$ cat config.mk
export PLATFORM = sky130hd
export DESIGN_NAME = ypc_decode_unit
export DESIGN_NICKNAME = d
export VERILOG_FILES = /design/src/rtl/ypc_decode_unit.sv
export SDC_FILE = /design/constraint.sdc
export NUM_CORES = 1
export LEC_CHECK = 0
export ABC_AREA = 1
export BUFFER_PORTS_ARGS = -buffer_cell sky130_fd_sc_hd__buf_4
export CORE_ASPECT_RATIO = 0.8
export CORE_MARGIN = 2
export CORE_UTILIZATION = 45
export CTS_CLUSTER_SIZE = 8
export DETAILED_ROUTE_END_ITERATION = 16
export GPL_TIMING_DRIVEN = 1
export PLACE_DENSITY = 0.74
export SKIP_CTS_REPAIR_TIMING = 1
export SYNTH_ARGS = -nofsm -noshare
export SYNTH_HDL_FRONTEND = slang
export SYNTH_SLANG_ARGS = --single-unit
$ cat constraint.sdc
create_clock -name clk -period 3.96 [get_ports clk]
set_input_delay 0 -clock clk [delete_from_list [all_inputs] [get_ports clk]]
set_output_delay 0 -clock clk [all_outputs]
set_load 0.02 [all_outputs]
$ cat src/rtl/ypc_decode_unit.sv
// rtl/ypc_decode_unit.sv - YPC fetch/decode stage: instruction ROM, ADDI/EBREAK decoder, 32-entry register file
module ypc_inst_decode #(
    parameter int ADDR_W = 5,
    parameter int DATA_W = 32
) (
    input  logic [31:0]       inst,
    input  logic [DATA_W-1:0] rs1_data,
    output logic [ADDR_W-1:0] rs1_addr,
    output logic [ADDR_W-1:0] rd_addr,
    output logic [31:0]       imm,
    output logic              aluop,
    output logic              isbreak,
    output logic              reg_write_en,
    output logic [DATA_W-1:0] alu_result
);
    localparam logic [6:0]  OPC_OP_IMM = 7'b0010011;
    localparam logic [2:0]  F3_ADDI    = 3'b000;
    localparam logic [31:0] INST_EBREAK = 32'h0010_0073;

    logic              w_is_addi;
    logic              w_is_ebreak;
    logic [DATA_W-1:0] w_imm_ext;

    // Field extraction is unconditional; only the enables depend on the opcode.
    assign rs1_addr = inst[15 +: ADDR_W];
    assign rd_addr  = inst[7 +: ADDR_W];
    assign imm      = {{20{inst[31]}}, inst[31:20]};

    assign w_is_addi   = (inst[6:0] == OPC_OP_IMM) && (inst[14:12] == F3_ADDI);
    assign w_is_ebreak = (inst == INST_EBREAK);

    assign aluop        = w_is_addi;
    assign isbreak      = w_is_ebreak;
    assign reg_write_en = w_is_addi && (rd_addr != '0);

    assign w_imm_ext  = {{(DATA_W-12){inst[31]}}, inst[31:20]};
    assign alu_result = rs1_data + w_imm_ext;
endmodule

module ypc_decode_unit #(
    parameter int ROM_WORDS = 16,
    parameter int ADDR_W    = 5,
    parameter int DATA_W    = 32
) (
    input  logic              clk,
    input  logic              reset,
    input  logic [31:0]       pc,
    output logic [31:0]       inst,
    output logic [ADDR_W-1:0] rs1_addr,
    output logic [ADDR_W-1:0] rd_addr,
    output logic [31:0]       imm,
    output logic              aluop,
    output logic              isbreak,
    output logic              reg_write_en,
    output logic [DATA_W-1:0] rs1_data,
    output logic [DATA_W-1:0] alu_result,
    input  logic              wen,
    input  logic [ADDR_W-1:0] waddr,
    input  logic [DATA_W-1:0] wdata
);
    localparam int          NREGS       = 1 << ADDR_W;
    localparam logic [31:0] INST_EBREAK = 32'h0010_0073;

    logic [29:0]       w_rom_idx;
    logic [31:0]       w_inst;
    logic              w_unused_pc_lsb;
    logic [DATA_W-1:0] r_regs [0:NREGS-1];

    assign w_rom_idx       = pc[31:2];
    assign w_unused_pc_lsb = ^pc[1:0];

    // Anything outside the programmed words, including past the ROM end, reads as EBREAK.
    always_comb begin
        w_inst = INST_EBREAK;
        if (w_rom_idx < 30'(ROM_WORDS)) begin
            case (w_rom_idx)
                30'd0:   w_inst = 32'h0010_0093;
                30'd1:   w_inst = 32'h0020_8113;
                30'd2:   w_inst = 32'h0031_0193;
                default: w_inst = INST_EBREAK;
            endcase
        end
    end

    assign inst = w_inst;

    always_ff @(posedge clk) begin
        if (reset) begin
            for (int i = 0; i < NREGS; i++) begin
                r_regs[i] <= '0;
            end
        end else if (wen && (waddr != '0)) begin
            r_regs[waddr] <= wdata;
        end
    end

    // No write bypass: a same-cycle write shows up only after the edge.
    assign rs1_data = (rs1_addr == '0) ? '0 : r_regs[rs1_addr];

    ypc_inst_decode #(
        .ADDR_W (ADDR_W),
        .DATA_W (DATA_W)
    ) u_dec (
        .inst         (w_inst),
        .rs1_data     (rs1_data),
        .rs1_addr     (rs1_addr),
        .rd_addr      (rd_addr),
        .imm          (imm),
        .aluop        (aluop),
        .isbreak      (isbreak),
        .reg_write_en (reg_write_en),
        .alu_result   (alu_result)
    );
endmodule

==> flow_summary.toml <==
[outcome]
run_status = "complete, but fails checks"
violations = "negative hold slack"

[critical_path]
end_kind = "output port"
critPathCapture = "alu_result[25]"
critPathArrivalTime_ns = 3.13
worstPathMaxFanout = 19
cp_num_cells = 21
required_ns = 3.96
cp-startpoint = "pc[31]"
worstSetupPathType = "input pin to output port"
crit_top_cell = "nor2_1"
slowest_delay_ns = 0.32
cp_top_family = "simple AND/OR/NAND/NOR gates"
cpMaxStageDelayCell = "nor2_8"
start_kind = "input pin"
path_cells = "buf_4 -> nor2_1 -> nand2_1 -> nor2_1 -> nand2_2 -> nor2_8 -> nor2_1 -> a21oi_1 -> ha_1 -> a21oi_1 -> inv_1 -> nand3_1 -> nor2_2 -> nand3_2 -> nor2_4 -> nand3_4 -> nor2_8 -> nand4_1 -> nand2_1 -> inv_1 -> buf_4"
critPathBufInv = 4

[clock_network]
cts_root_buf = "clkbuf_16"
clk_pin_slew_ns = 0.06
cts_max_level = 3
clockBufferDepth = 2
cts_tree = "yes"
clock_sinks = 80
cts-buffers-inserted = 9

[layout]
final_cells = 1000
finalInstanceArea_mm2 = 0.00695
largest_register = "r_regs"
fillCellCount = 1095
multiInputGateArea_mm2 = 0.00232
fin_util_pct = 57.6
largest_reg_flops = 80
nNetsFinal = 918
drive_gt1_share_pct = 26.8
antenna_cells = 0
synthToLayoutAreaGrowth_pct = 25.7
ff_latch_area_mm2 = 0.00240
top_regs = "r_regs x80"

[die]
die-area_mm2 = 0.0132
ios = 213
initial_core_util_pct = 45.8
coreArea_mm2 = 0.0121
chipWidth_um = 128
rows = 36
die_h_um = 103

[place]
place_inst = 970
dpl_cell_area_mm2 = 0.00653
dpl.hpwl_mm = 9.33
gp_congestion = 0.881
port_buffers = 150

[drt]
wl_per_cell_um = 13.0
first_pass_iters = 5
avgViaCountPerCell = 4.51
vias = 4510
drc = 0
detail-route-antenna-nets = 0
postRouteWirelength_mm = 13.0
drtIter0Drc = 235

[hold_path]
min_path_type = "input pin to flip-flop"

[grt]
grt_pass1_vias = 3840
grtUsageTotal_pct = 19.1
grt_overflow_total = 0
grt_pass1_wl_mm = 19.3
antenna_found_initial = 0
grt_max_degree = 44

[timing]
finalSetupViolations = 0
relSlewSlack_pct = 53.1
period_needed_ns = 3.13
slew_viol_final = 0
fin_crit_sh_pct = 78.9
fmax_ghz = 0.320
fin_tns_setup_ns = 0
rsz0062_at_grt = "false"
whs_ns = -0.0139
timing.final.hold_violations = 14
tightest_slew_ns = 0.698

[yosys]
synth.distinct_cells = 38
syn-cell-area_mm2 = 0.00553
async_flop_share_pct = 0
ys_warn_count = 0
synth_edf_count = 80
syn_inst = 678
ys_seq_elements = 80
yosysSeqAreaShare_pct = 43.4
synthFlopType = "edfxtp_1"
synth.avg_cell_area_um2 = 8.16

[power_and_ir_drop]
p_per_area_mw_per_mm2 = 286
p_leak_nw = 3.59
peakVddDrop_v = 0.000227
total_power_mw = 1.99

[job]
max_cap_violations = 0
-- stage by stage --
stage,hold slack (ns),setup slack (ns)
2_1_floorplan,0.186,0.798
3_3_place_gp,0.309,0.817
3_5_place_dp,0.317,0.795
4_1_cts,-0.0174,0.777
5_1_grt,0.00357,0.413
6_report,-0.0139,0.835
-- cell usage after synthesis (2+ instances only) --
cell / n / area share (%)
nor2_1: 123 / 8.3
nand2_1: 113 / 7.7
inv_1: 107 / 7.3
edfxtp_1: 80 / 43
buf_4: 70 / 9.5
nand3_1: 28 / 2.5
a21oi_1: 23 / 2.1
o21ai_0: 18 / 1.6
xor2_1: 14 / 2.2
nor2_2: 13 / 1.5
clkbuf_1: 10 / 0.68
nand2_2: 9 / 1.0
nand4_1: 9 / 1.0
buf_6: 7 / 1.4
nor2_4: 7 / 1.4
a21oi_4: 5 / 1.5
a21oi_2: 4 / 0.63
buf_2: 4 / 0.36
inv_2: 4 / 0.27
nand3_2: 4 / 0.72
nor2_8: 3 / 1.1
o21ai_1: 3 / 0.27
a21o_1: 2 / 0.27
conb_1: 2 / 0.14
ha_1: 2 / 0.45
xnor2_1: 2 / 0.32
-- cell families after synthesis --
group                      Yosys count  share of synthesized area (%)
xor gates and xnor gates            16                           2.53
AOI/OAI and AO/OA                   60                           7.03
buffers and inverters              202                           19.5
DFF                                 80                           43.4
other                                2                          0.136
and+or+nand+nor                    315                           26.6
adders and majority gates            3                          0.814
-- placed cells by master (no fill, tap or decap), types with 4 or more instances in the layout --
master	instances
buf_4	159
inv_1	107
nand3_2	4
inv_2	4
nor2_4	7
edfxtp_1	80
nand4_1	9
nor2_1	123
clkbuf_16	9
xor2_1	14
nor2_2	13
nand3_1	28
a21oi_2	4
nand2_1	113
o21ai_0	18
nand2_2	9
conb_1	74
a21oi_1	23
dlygate4sd3_1	14
a21oi_4	5
-- layout make-up --
class / count / area share [%]
clock inverter: 6 / 0.864
sequential: 80 / 34.5
tap: 152 / 2.73
multi-input combinational: 468 / 33.4
inverter: 111 / 5.99
clock buffer: 10 / 3.29
timing repair buffer: 173 / 19.2
-- layer usage --
metal / share of wire [%] / up-vias / GRT usage (%) / wire [um]
met2: 48 / 172 / 32.5 / 6240
met4: 1.4 / 0 / 5.66 / 183
met3: 7.1 / 13 / 2.88 / 932
met1: 44 / 2021 / 25.6 / 5700
li1: - / 2304 / - / -
met5: 0 / - / 0 / 0
-- report_power, final --
group	switching, mW	total (mW)	internal, mW	leakage [nW]
registers	0.0125	0.994	0.981	0.765
clock network	0.311	0.795	0.484	0.138
logic	0.126	0.199	0.0734	2.68
total	0.449	1.99	1.54	3.59
-- worst min-delay path by stage --
| stage | from | endpoint | slack [ns] | cells after the start |
|---|---|---|---|---|
| after floorplan | pc[3] | inst[7] | 0.19 | 1 |
| after global placement | wdata[26] | r_regs[1][26]$_SDFFCE_PN0P_ | 0.31 | 3 |
| after detailed placement | wdata[11] | r_regs[2][11]$_SDFFCE_PN0P_ | 0.32 | 3 |
| after CTS | wdata[11] | r_regs[2][11]$_SDFFCE_PN0P_ | -0.02 | 3 |
| after global routing | wdata[22] | r_regs[2][22]$_SDFFCE_PN0P_ | 0.004 | 3 |
| final | wdata[21] | r_regs[2][21]$_SDFFCE_PN0P_ | -0.01 | 3 |
(Power assumes the default switching activity.)
